`src/rtl/pattern_stream_generator_pkg.sv`:
```
// Shared colour helpers for the pattern source: pattern modes, queue control
// words and the bar colour palette.
package ColorUtilities;

  typedef enum logic [1:0] {
    PATTERN_BARS     = 2'd0,
    PATTERN_GRADIENT = 2'd1,
    PATTERN_CHECKER  = 2'd2,
    PATTERN_SOLID    = 2'd3
  } pattern_mode_t;

  localparam logic [16:0] QUEUE_FRAME_START = 17'h10000;
  localparam logic [16:0] QUEUE_ROW_START   = 17'h10001;
  localparam logic [16:0] QUEUE_FRAME_END   = 17'h1FFFF;

  // Classic SMPTE-like bars first, then extra shades for up to 16 bars.
  function automatic logic [15:0] get_rgb_color(input logic [3:0] index);
    logic [15:0] color;
    case (index)
      4'd0:    color = 16'hFFFF;
      4'd1:    color = 16'hFFE0;
      4'd2:    color = 16'h07FF;
      4'd3:    color = 16'h07E0;
      4'd4:    color = 16'hF81F;
      4'd5:    color = 16'hF800;
      4'd6:    color = 16'h001F;
      4'd7:    color = 16'h0000;
      4'd8:    color = 16'h8410;
      4'd9:    color = 16'hC618;
      4'd10:   color = 16'hFD20;
      4'd11:   color = 16'h8010;
      4'd12:   color = 16'h0410;
      4'd13:   color = 16'h8000;
      4'd14:   color = 16'h0400;
      default: color = 16'h0010;
    endcase
    return color;
  endfunction

endpackage

```
`src/rtl/pattern_stream_generator_if.sv`:
```
// Pixel queue write port: the generator is the master, the queue the slave.
interface pattern_stream_generator_if;
  logic [16:0] queue_data;
  logic        queue_wr_en;
  logic        queue_wr_clk;
  logic        queue_full;

  modport master (output queue_data, queue_wr_en, queue_wr_clk, input queue_full);
  modport slave  (input queue_data, queue_wr_en, queue_wr_clk, output queue_full);
endinterface

```
`src/rtl/pattern_stream_generator_pixel.sv`:
```
// Combinational RGB565 pixel colour for one effective column and row; kept
// separate so the pattern logic can be exercised on its own.
module pattern_pixel_source
  import ColorUtilities::*;
#(
  parameter int FRAME_WIDTH    = 640,
  parameter int NUM_COLOR_BARS = 10,
  parameter int CHECKER_LOG2   = 4
) (
  input  logic [10:0]   i_x,
  input  logic [10:0]   i_row,
  input  pattern_mode_t i_mode,
  input  logic [15:0]   i_solidColor,
  output logic [15:0]   o_rgb
);

  localparam int BAR_WIDTH = FRAME_WIDTH / NUM_COLOR_BARS;

  logic [3:0] w_barIndex;
  logic       w_checkerOn;
  logic       w_unusedRowBits;

  // Bar index counts the bar boundaries at or left of x; the last bar absorbs the remainder.
  always_comb begin
    w_barIndex = 4'd0;
    for (int k = 1; k < NUM_COLOR_BARS; k++) begin
      if (int'(i_x) >= k * BAR_WIDTH) w_barIndex = 4'(k);
    end
  end

  assign w_checkerOn     = i_x[CHECKER_LOG2] ^ i_row[CHECKER_LOG2];
  assign w_unusedRowBits = ^i_row;

  always_comb begin
    o_rgb = 16'h0000;
    case (i_mode)
      PATTERN_BARS:     o_rgb = get_rgb_color(w_barIndex);
      PATTERN_GRADIENT: o_rgb = {i_x[4:0], i_x[5:0], i_x[4:0]};
      PATTERN_CHECKER:  o_rgb = w_checkerOn ? 16'hFFFF : 16'h0000;
      default:          o_rgb = i_solidColor;
    endcase
  end

endmodule

```
`src/rtl/pattern_stream_generator.sv`:
```
// Test-pattern frame source feeding the 17-bit pixel queue, one word per
// non-stalled cycle, with per-frame scrolling and a frame counter.
module pattern_stream_generator
  import ColorUtilities::*;
#(
  parameter int FRAME_WIDTH    = 640,
  parameter int FRAME_HEIGHT   = 480,
  parameter int NUM_COLOR_BARS = 10,
  parameter int CHECKER_LOG2   = 4,
  parameter int SCROLL_STEP    = 0
) (
  input  logic                       clk,
  input  logic                       reset,
  input  logic                       enable,
  input  logic [1:0]                 mode,
  input  logic [15:0]                solid_color,
  pattern_stream_generator_if.master q,
  output logic [15:0]                frame_count,
  output logic                       busy
);

  typedef enum logic [2:0] {
    IDLE,
    FRAME_START,
    ROW_START,
    PIXELS,
    FRAME_END
  } state_t;

  state_t        r_state;
  state_t        w_nextState;
  logic [10:0]   r_col;
  logic [10:0]   r_row;
  logic [10:0]   r_offset;
  logic [10:0]   r_offsetLatched;
  pattern_mode_t r_mode;
  logic [15:0]   r_solid;
  logic [15:0]   r_frameCount;
  logic [16:0]   r_queueData;
  logic          r_queueWrEn;

  logic          w_lastCol;
  logic          w_lastRow;
  logic [11:0]   w_xSum;
  logic [10:0]   w_x;
  logic [11:0]   w_offsetSum;
  logic [10:0]   w_nextOffset;
  logic [15:0]   w_pixel;
  logic          w_launch;
  logic [16:0]   w_word;

  assign w_lastCol = (r_col == 11'(FRAME_WIDTH - 1));
  assign w_lastRow = (r_row == 11'(FRAME_HEIGHT - 1));

  // Both column and offset are below FRAME_WIDTH, so one subtract wraps the sum.
  assign w_xSum       = {1'b0, r_col} + {1'b0, r_offsetLatched};
  assign w_x          = (w_xSum >= 12'(FRAME_WIDTH)) ? 11'(w_xSum - 12'(FRAME_WIDTH)) : w_xSum[10:0];
  assign w_offsetSum  = {1'b0, r_offset} + 12'(SCROLL_STEP);
  assign w_nextOffset = (w_offsetSum >= 12'(FRAME_WIDTH)) ? 11'(w_offsetSum - 12'(FRAME_WIDTH)) : w_offsetSum[10:0];

  pattern_pixel_source #(
    .FRAME_WIDTH   (FRAME_WIDTH),
    .NUM_COLOR_BARS(NUM_COLOR_BARS),
    .CHECKER_LOG2  (CHECKER_LOG2)
  ) u_pixelSource (
    .i_x         (w_x),
    .i_row       (r_row),
    .i_mode      (r_mode),
    .i_solidColor(r_solid),
    .o_rgb       (w_pixel)
  );

  always_ff @(posedge clk) begin
    if (reset) r_state <= IDLE;
    else       r_state <= w_nextState;
  end

  always_comb begin
    w_nextState = r_state;
    case (r_state)
      IDLE:        if (enable) w_nextState = FRAME_START;
      FRAME_START: if (!q.queue_full) w_nextState = ROW_START;
      ROW_START:   if (!q.queue_full) w_nextState = PIXELS;
      PIXELS: begin
        if (!q.queue_full && w_lastCol) w_nextState = w_lastRow ? FRAME_END : ROW_START;
      end
      FRAME_END:   if (!q.queue_full) w_nextState = IDLE;
      default:     w_nextState = IDLE;
    endcase
  end

  // A word launches from every active state unless the queue reports almost-full.
  always_comb begin
    w_launch = (r_state != IDLE) && !q.queue_full;
    w_word   = 17'h00000;
    case (r_state)
      FRAME_START: w_word = QUEUE_FRAME_START;
      ROW_START:   w_word = QUEUE_ROW_START;
      PIXELS:      w_word = {1'b0, w_pixel};
      FRAME_END:   w_word = QUEUE_FRAME_END;
      default:     w_word = 17'h00000;
    endcase
  end

  always_ff @(posedge clk) begin
    if (reset) begin
      r_col           <= '0;
      r_row           <= '0;
      r_offset        <= '0;
      r_offsetLatched <= '0;
      r_mode          <= PATTERN_BARS;
      r_solid         <= '0;
      r_frameCount    <= '0;
      r_queueData     <= '0;
      r_queueWrEn     <= 1'b0;
    end else begin
      r_queueWrEn <= w_launch;
      if (w_launch) begin
        r_queueData <= w_word;
        case (r_state)
          FRAME_START: begin
            r_mode          <= pattern_mode_t'(mode);
            r_solid         <= solid_color;
            r_offsetLatched <= r_offset;
            r_col           <= '0;
            r_row           <= '0;
          end
          PIXELS: begin
            if (w_lastCol) begin
              r_col <= '0;
              if (!w_lastRow) r_row <= r_row + 11'd1;
            end else begin
              r_col <= r_col + 11'd1;
            end
          end
          FRAME_END: begin
            r_frameCount <= r_frameCount + 16'd1;
            r_offset     <= w_nextOffset;
          end
          default: ;
        endcase
      end
    end
  end

  assign q.queue_data   = r_queueData;
  assign q.queue_wr_en  = r_queueWrEn;
  assign q.queue_wr_clk = clk;
  assign frame_count    = r_frameCount;
  assign busy           = (r_state != IDLE);

endmodule

```
`src/flat_wrapper.sv`:
```
// flat-port wrapper written by rule: the top's interface ports become plain ports
module pattern_stream_generator_flat import ColorUtilities::*;
#(
  parameter int FRAME_WIDTH    = 640,
  parameter int FRAME_HEIGHT   = 480,
  parameter int NUM_COLOR_BARS = 10,
  parameter int CHECKER_LOG2   = 4,
  parameter int SCROLL_STEP    = 0
)
  (clk, reset, enable, mode, solid_color, frame_count, busy, q_queue_data, q_queue_wr_en, q_queue_wr_clk, q_queue_full);
  pattern_stream_generator_if q_i ();
  input  logic clk;
  input  logic reset;
  input  logic enable;
  input  logic [1:0] mode;
  input  logic [15:0] solid_color;
  output logic [15:0] frame_count;
  output logic busy;
  output wire logic [$bits(q_i.queue_data)-1:0] q_queue_data;
  output wire logic [$bits(q_i.queue_wr_en)-1:0] q_queue_wr_en;
  output wire logic [$bits(q_i.queue_wr_clk)-1:0] q_queue_wr_clk;
  input wire logic [$bits(q_i.queue_full)-1:0] q_queue_full;
  assign q_queue_data = q_i.queue_data;
  assign q_queue_wr_en = q_i.queue_wr_en;
  assign q_queue_wr_clk = q_i.queue_wr_clk;
  assign q_i.queue_full = q_queue_full;
  pattern_stream_generator #(.FRAME_WIDTH(FRAME_WIDTH), .FRAME_HEIGHT(FRAME_HEIGHT), .NUM_COLOR_BARS(NUM_COLOR_BARS), .CHECKER_LOG2(CHECKER_LOG2), .SCROLL_STEP(SCROLL_STEP)) u_core (.clk(clk), .reset(reset), .enable(enable), .mode(mode), .solid_color(solid_color), .q(q_i), .frame_count(frame_count), .busy(busy));
endmodule
```
`config.mk`:
```
export PLATFORM = sky130hd
export DESIGN_NAME = pattern_stream_generator_flat
export DESIGN_NICKNAME = d
export VERILOG_FILES = /design/src/rtl/pattern_stream_generator_pkg.sv /design/src/rtl/pattern_stream_generator_if.sv /design/src/rtl/pattern_stream_generator_pixel.sv /design/src/rtl/pattern_stream_generator.sv /design/src/flat_wrapper.sv
export SDC_FILE = /design/constraint.sdc
export NUM_CORES = 1
export LEC_CHECK = 0
export CAP_MARGIN = 40
export CORE_UTILIZATION = 40
export DETAILED_ROUTE_END_ITERATION = 10
export GPL_TIMING_DRIVEN = 1
export MAX_ROUTING_LAYER = met4
export SLEW_MARGIN = 40
export SYNTH_ARGS = -nofsm -noshare
export SYNTH_HDL_FRONTEND = slang
export SYNTH_SLANG_ARGS = --single-unit
```
`constraint.sdc`:
```
create_clock -name clk -period 3.2 [get_ports clk]
set_input_delay 0.64 -clock clk [delete_from_list [all_inputs] [get_ports clk]]
set_output_delay 0.64 -clock clk [all_outputs]
set_load 0.005 [all_outputs]
```
After elaboration in Yosys (flattened, before gate mapping). Memory sizes are Yosys's and may differ from the RTL's. Cells that the tools add are included. Widths: inputs -> output; s select.

$add $sub $neg: 6. Mux-type cells: 25. Equality and inequality tests: 15. Order comparisons: 11. Reduce and logical (&&, ||, !) cells: 13. Bitwise gates (word level): 1.

Operators with widths (count): $pmux 17 s4 (1); $pmux 16 s3 (1); $ge 11x9->1 const B (4); $mux 11 (4); $pmux 11 s2 (2); $ge 11x10->1 const B (3); $mux 4 (8); $add 11x1->11 const B (2); $ge 11x8->1 const B (2); $sub 11x10->11 const B (2); $mux 3 (6); $add 16x1->16 const B (1); $mux 16 (1); $pmux 3 s5 (1); $add 11x11->12 (1); $ge 12x10->1 const B (1); $eq 11x10->1 const B (1); $eq 11x9->1 const B (1); $ge 11x7->1 const B (1); $ne 2x2->1 const B (5); $eq 3x2->1 const B (2); $reduce_and 2->1 (3); $reduce_and 5->1 (1); $ne 2x1->1 const B (2); 14 further kinds (15).

Memory bits (read-only): 256. Output and inout port bits: 36. Input bits: 22. Bits in registers: 99. Word-level logic and storage cells: 82. Memories: 1.

Memory list: (no name shown) (words 16, width 16, read ports 1, clocked after memory_dff 0, wr ports 0, RTL line pattern_stream_generator_pkg.sv:19) `case (index)`.

Logic depth before layout (Yosys ltp). Gate-level depths: netlist (run 1). An unclocked memory read counts as a cell.

Depth after elaboration: 16. Depth in mapped cells: 14. Mapped depth without buffers: 14.

Cells and area by module. Synthesis (run 1) repeated with hierarchy kept, for this count alone.

Cell total of the unflattened synthesis: 561. Area total of the unflattened synthesis: 4495.6 µm².

Modules (own cells, without submodules): pattern_stream_generator (area an instance 3947.5 µm², cells each 472, times used 1, seq. area each 1701.6 µm²); pattern_pixel_source (area an instance 548.0 µm², cells each 89, times used 1, seq. area each 0.0 µm²).

==> impl_metrics.ini, run 1 <==
[pwr]
pwr-share-comb_pct = 22.8
vdd_ir_drop_max_mv = 0.364
p_clk_share_pct = 32.9
leakagePower_nw = 2.00
powerDensity_nw_per_um2 = 505
intPower_mw = 1.94
design_power_total_mw = 2.76
swShare_pct = 30.0
p_sw_mw = 0.830
seq_power_share_pct = 44.3

[place]
dpl.hpwl_mm = 8.59
gp_congestion = 0.921
portBuffers = 57

[synthesis]
synth_mux_area_share_pct = 0.894
synth-async-reset-ratio_pct = 0
synth_xor_area_share_pct = 6.45
synth_top_family_by_area = simple AND/OR/NAND/NOR gates
synth_edf_count = 0
synth_compound_area_share_pct = 19.8
yosys-top-cells-area = dfxtp_1 (38%), nand2_1 (7.0%), a21oi_1 (6.1%), nor2_1 (5.4%), ha_1 (3.9%)
synthSimpleGateAreaFrac_pct = 25.8
synthAdderAreaFrac_pct = 4.58
synth_warnings = 0
synthDistinctLibCells = 62
ys_dominant_reg_cell = dfxtp_1
ys_ff_latch = 85
synthCells = 559
syn_nets = 596
synthesis.area_um2 = 4480
post-synth-top-area-cell = dfxtp_1
synth.avg_cell_area_um2 = 8.01
yosys.area.top_type_share_pct = 38.0
synth-seq-area-share_pct = 38.0

[timing]
tightestPinTransition_ns = 0.772
setup_viol = 0
period_share_pct = 93.6
period_minus_slack_ns = 3.00
max_slew_margin_pct = 48.5
tns_ns = 0
hold-worst-slack_ns = 0.456
fmax_ghz = 0.334
maxSlewViolCount = 0
hold_viol_final = 0
rsz0062_at_grt = no
skew_ns = 0.00838

[global_route]
grt_pass1_wl_mm = 19.3
antenna_found_initial = 0
globalRouteTotalUtil_pct = 22.3
grt_overflow = 0
grt_start_max_net_pins = 41
grt_pass1_vias = 3924

[floorplan]
ioPinCount = 58
fp.dieH_um = 108
num_rows = 38
die_area_um2 = 11600
start_util_pct = 41.1
core_um2 = 10900
dieWidth_um = 108

[route]
drc = 0
avgViaCountPerCell = 5.41
drt-total-wl_mm = 11.9
antenna_left = 0
routed-via-count = 4130
drtIter0Drc = 312
wl_per_cell_um = 15.6
dr.pass1.iters = 4

[job]
maxCapViolCount = 0

[layout]
syn_to_final_growth_pct = 22.2
drive_gt1_share_pct = 10.3
layout.nets = 656
fin_util_pct = 50.3
n_antenna_cell = 0

[setup_path]
crit_arrival_ns = 3.41
crit_path_start_kind = flop
slowest_delay_ns = 0.43
cp_slowest_cell = dfxtp_1
critPathMaxFanout = 7
critPathKind = flop to flop
path_cells = ha_1, and3_1, o21ai_0, and2_4, xnor2_1, or3_1, a31oi_1, ha_1, a2111o_1, o21ai_0
cp-end-kind = flop
cp.required_ns = 3.61

[run_status]
outcome = completed

[worst_hold_path]
hold_path_class = flop to flop

[cts]
clkTransAtPathRegs_ns = 0.08
cts_tree = yes
post_cts.repair.setup_buffers = 0
clock_latency_ns = 0.48
## flip-flops by register name, indices dropped and copies added, names as in the netlist
name,flops
u_core.r_col,11
u_core.q.queue_wr_en,1
u_core.r_mode,2
u_core.r_offset,4
u_core.r_offsetLatched,4
u_core.r_row,11
u_core.r_state,3
u_core.frame_count,16
u_core.q.queue_data,17
u_core.r_solid,16
## power groups by stage
stage | clock (mW) | sequential [mW] | combinational, mW
after floorplan | 0.0203 | 1.22 | 0.370
after global placement | 0.0263 | 1.25 | 0.630
after detailed placement | 0.0263 | 1.25 | 0.634
after CTS | 0.935 | 1.22 | 0.637
after global routing | 0.990 | 1.23 | 0.700
final | 0.909 | 1.23 | 0.631
## metrics by stage
stage	area, um2	instances	setup slack (ns)
2_1_floorplan	4480	559	0.0296
6_report	5470	763	0.204
5_1_grt	5470	763	0.00926
3_5_place_dp	5210	745	0.0429
3_3_place_gp	5210	745	0.101
4_1_cts	5450	763	0.0341
## layer usage
metal	vias up	track usage [%]	share of wire [%]	wire, um
li1	2076	-	-	-
met1	1948	28.3	49	5760
met2	92	34.0	45	5380
met3	14	6.11	4.4	517
met4	0	7.83	1.8	210
met5	-	-	0	0
## cell usage after synthesis, drive strengths merged, types with 4 or more instances
cell type	n
xnor2	14
ha	14
and3	9
or3	11
clkbuf	18
nor2	65
o21ai	36
a211oi	15
nand4	9
xor2	19
a21oi	55
buf	10
nor3	13
inv	14
dfxtp	85
a211o	4
mux2i	4
nand2	83
or2	8
nand3	14
nor4	6
## cell families (layout without fill, tap and decap cells)
group	Yosys count	after routing
xor gates and xnor gates	33	33
adders and majority gates	16	16
AOI/OAI and AO/OA	143	143
muxes	4	4
buffers and inverters	43	107
and+or+nand+nor	235	235
DFF	85	85
## critical path, delay by kind of cell (launching register included)
family                   cells  cell delay [ns]
AO/OA/AOI/OAI                4             1.00
AND/OR/NAND/NOR              3             0.83
adder cells (fa/ha/maj)      2             0.61
flip-flops                   1             0.43
XOR/XNOR                     1             0.06
## timing repair
| item | 4_1_cts | 5_1_grt |
|---|---|---|
| setup endpoints to repair | 0 | 9 |
| resized for setup | 0 | 7 |
| hold buffers | 0 | 0 |
## layout by cell type (no fill, tap or decap), drive strengths merged, types with 15 or more instances in the layout
master         instances
dfxtp                 85
clkdlybuf4s50         56
nor2                  65
nand2                 83
a211oi                15
o21ai                 36
buf                   18
xor2                  19
a21oi                 55
## worst paths after layout
check	to	slack, ns	depth (start not counted)	start
worst min register to register	u_core.r_solid[7]$_SDFFE_PP0P_	0.46	2	u_core.r_solid[7]$_SDFFE_PP0P_
worst min-delay path	u_core.r_solid[7]$_SDFFE_PP0P_	0.46	2	u_core.r_solid[7]$_SDFFE_PP0P_
worst max register to register	u_core.q.queue_data[14]$_SDFFE_PP0P_	0.20	10	u_core.r_col[9]$_SDFFE_PP0P_
worst max-delay path	u_core.q.queue_data[14]$_SDFFE_PP0P_	0.20	10	u_core.r_col[9]$_SDFFE_PP0P_
## area by class of cell
| cell class | instances | area (um2) |
|---|---|---|
| clock buffers | 15 | 203 |
| clock inverters | 4 | 47.5 |
| fillers | 1042 | 5410 |
| inverters | 15 | 56.3 |
| multi-input cells | 431 | 2610 |
| flip-flops and latches | 85 | 1700 |
| well taps | 140 | 175 |
| repair buffers | 73 | 683 |
(Power assumes the default switching activity.)
==> run 2, diff against run 1 <==
--- a/config.mk
+++ b/config.mk
@@ -13,4 +13,5 @@
 export SLEW_MARGIN = 40
 export SYNTH_ARGS = -nofsm -noshare
 export SYNTH_HDL_FRONTEND = slang
+export SYNTH_HIERARCHICAL = 1
 export SYNTH_SLANG_ARGS = --single-unit
==> run 2 against run 1 <==
Flip-flop and latch count is the same. Maximum frequency shrank 1.7%. Combinational power shrank 41%. Synthesized area grew 0.39%. Critical path depth grew 4. Cell count shrank 0.52%. Sequential share of layout area is essentially flat. Worst hold slack is essentially flat. Critical endpoint is now u_core/q.queue_data[13]$_SDFFE_PP0P_. Highest routed layer unchanged.
==> impl_metrics.ini, run 2 <==
[run_status]
outcome = completed

[synthesis]
synth-async-reset-ratio_pct = 0
synthSimpleGateAreaFrac_pct = 28.7
synth_edf_count = 0
synth_top_family_by_area = simple AND/OR/NAND/NOR gates
ys_dominant_reg_cell = dfxtp_1
post-synth-top-area-cell = dfxtp_1
synthDistinctLibCells = 69
yosysMostFrequentCell = dfxtp_1
synthAdderAreaFrac_pct = 4.29
yosys.area.top_type_share_pct = 37.9
synth_mux_area_share_pct = 1.36
synthesis.area_um2 = 4500
yosys-top-cells-area = dfxtp_1 (38%), nand2_1 (6.2%), nor2_1 (6.1%), a21oi_1 (6.0%), ha_1 (3.6%)
synth_warnings = 6
ys_ff_latch = 85
synth_xor_area_share_pct = 5.46
synth_compound_area_share_pct = 16.7
synthTopCellsByCount = dfxtp_1 (85), nand2_1 (74), nor2_1 (73)
syn_nets = 597
synthCells = 561
synth.avg_cell_area_um2 = 8.01
synth-seq-area-share_pct = 37.9

[pwr]
design_power_total_mw = 2.47
p_clk_share_pct = 37.7
p_sw_mw = 0.658
pwr-share-comb_pct = 15.0
vdd_ir_drop_max_mv = 0.293
powerDensity_nw_per_um2 = 451
leakagePower_nw = 2.00
intPower_mw = 1.81
swShare_pct = 26.6
seq_power_share_pct = 47.2

[route]
drtIter0Drc = 178
drt-total-wl_mm = 10.9
dr.pass1.iters = 4
avgViaCountPerCell = 5.41
antenna_left = 0
drc = 0
routed-via-count = 4109
wl_per_cell_um = 14.3

[place]
dp_cells = 739
place_ws_ns = -0.0175
portBuffers = 57
gp_congestion = 0.879
dpl.hpwl_mm = 7.58

[floorplan]
num_rows = 38
start_util_pct = 41.3
core_um2 = 10900
dieWidth_um = 108
die_area_um2 = 11700
fp.dieH_um = 108
ioPinCount = 58

[timing]
fmax_ghz = 0.328
maxSlewViolCount = 0
tightestPinTransition_ns = 0.812
setup_slack_ns = 0.152
period_minus_slack_ns = 3.05
hold-worst-slack_ns = 0.456
setup_viol = 0
hold_viol_final = 0
period_share_pct = 95.3
skew_ns = 0.0127
rsz0062_at_grt = no
max_slew_margin_pct = 45.7

[layout]
layout.nets = 650
drive_gt1_share_pct = 10.2
fin_util_pct = 50.4
largest_register_ffs = 17
mostFrequentLayoutCells = dfxtp_1 (83), nand2_1 (74), nor2_1 (72)
mostFrequentLayoutCell = dfxtp_1
nFillCells = 1067
n_antenna_cell = 0
layout.cells.non_filler = 759
syn_to_final_growth_pct = 22.0

[setup_path]
path_cells = ha_1, fa_2, inv_1, ha_1, a21oi_2, a2bb2oi_4, o21ai_0, and2_1, ha_1, o21a_1, o21ai_2, o31ai_1, a21oi_1, nor3_1
cp.buffers_inverters = 1
cpLargestDelayFamily = adder cells
crit_arrival_ns = 3.40
worst_path_most_repeated_cell = ha_1
cp_slowest_cell = fa_2
slowest_delay_ns = 0.55
cp-end-kind = flop
critPathMaxFanout = 4
crit_path_start_kind = flop
critPathKind = flop to flop
cp.required_ns = 3.55

[global_route]
grt_start_max_net_pins = 43
grt_pass1_wl_mm = 18.2
grt_pass1_vias = 3673
globalRouteTotalUtil_pct = 20.6
grt_overflow = 0
antenna_found_initial = 0

[job]
maxCapViolCount = 0

[cts]
clkTransAtPathRegs_ns = 0.09
cts_tree = yes
clock_latency_ns = 0.48

[worst_hold_path]
hold_path_class = flop to flop
==> run 2: cell count changes after synthesis, moves of 5 or more <==
cell      delta
nor2_1       +8
or3_1        -6
clkbuf_1     -7
clkbuf_8     +5
or2_2        -5
o21ai_0      -7
and4_1       +6
nor3_1      +12
nand2b_1     +8
buf_2        +9
nand2_1      -9
a211oi_1     -9
nand4_1      +7
==> run 2: area by class of cell <==
cell class              count  area, um2  area share (%)
clock buffers              17        220            4.02
clock inverters             3       42.5           0.776
inverters                  15       56.3            1.03
multi-input cells         430       2630            48.0
flip-flops and latches     85       1700            31.1
well taps                 140        175            3.19
repair buffers             69        653            11.9
==> run 2: path summary, 6_finish.rpt <==
path	start	to	slack [ns]	depth (start not counted)
setup / recovery	u_core/r_col[7]$_SDFFE_PP0P_	u_core/q.queue_data[13]$_SDFFE_PP0P_	0.15	14
hold / removal	u_core/r_solid[3]$_SDFFE_PP0P_	u_core/r_solid[3]$_SDFFE_PP0P_	0.46	2
setup reg to reg	u_core/r_col[7]$_SDFFE_PP0P_	u_core/q.queue_data[13]$_SDFFE_PP0P_	0.15	14
hold reg to reg	u_core/r_solid[3]$_SDFFE_PP0P_	u_core/r_solid[3]$_SDFFE_PP0P_	0.46	2
==> run 2: worst register-to-register path: stages (launching register included) <==
cell,delay [ns]
dfxtp_1,0.32
ha_1,0.22
fa_2,0.56
inv_1,0.07
ha_1,0.23
a21oi_2,0.22
a2bb2oi_4,0.18
o21ai_0,0.09
and2_1,0.18
ha_1,0.20
o21a_1,0.13
o21ai_2,0.20
o31ai_1,0.10
a21oi_1,0.16
nor3_1,0.08
==> run 2: cells by family (layout without fill, tap and decap cells) <==
| group | after synthesis | after routing |
|---|---|---|
| xor gates and xnor gates | 28 | 28 |
| AOI/OAI and AO/OA | 126 | 126 |
| and+or+nand+nor | 255 | 255 |
| muxes | 6 | 6 |
| buffers and inverters | 46 | 104 |
| DFF | 85 | 85 |
| adders and majority gates | 15 | 15 |
==> run 2: per-stage QoR <==
step                TNS (ns)  cell area (um2)
global route               0             5480
global placement           0             5130
finish                     0             5480
floorplan                  0             4500
CTS                        0             5400
detailed placement   -0.0367             5140
==> run 2: power by group through the flow <==
stage          Combinational [mW]  Sequential, mW  Clock, mW
6_report                    0.371            1.17      0.933
5_1_grt                     0.420            1.18       1.02
4_1_cts                     0.371            1.17      0.964
3_5_place_dp                0.369            1.19     0.0263
3_3_place_gp                0.366            1.19     0.0263
2_1_floorplan               0.245            1.17     0.0203
==> run 2: timing repair <==
action / 4_1_cts / 5_1_grt
hold buffers: 0 / 0
setup endpoints to repair: 3 / 15
buffers inserted: 0 / 1
gates cloned: 0 / 0
gates resized for setup: 2 / 17
pin swaps: 0 / 3
==> run 2: per-layer routing <==
| layer | track usage [%] | up-vias | routed length (um) |
|---|---|---|---|
| met2 | 27.8 | 85 | 4650 |
| met5 | - | - | 0 |
| met3 | 5.73 | 11 | 490 |
| met1 | 29.5 | 1928 | 5580 |
| li1 | - | 2085 | - |
| met4 | 6.26 | 0 | 157 |
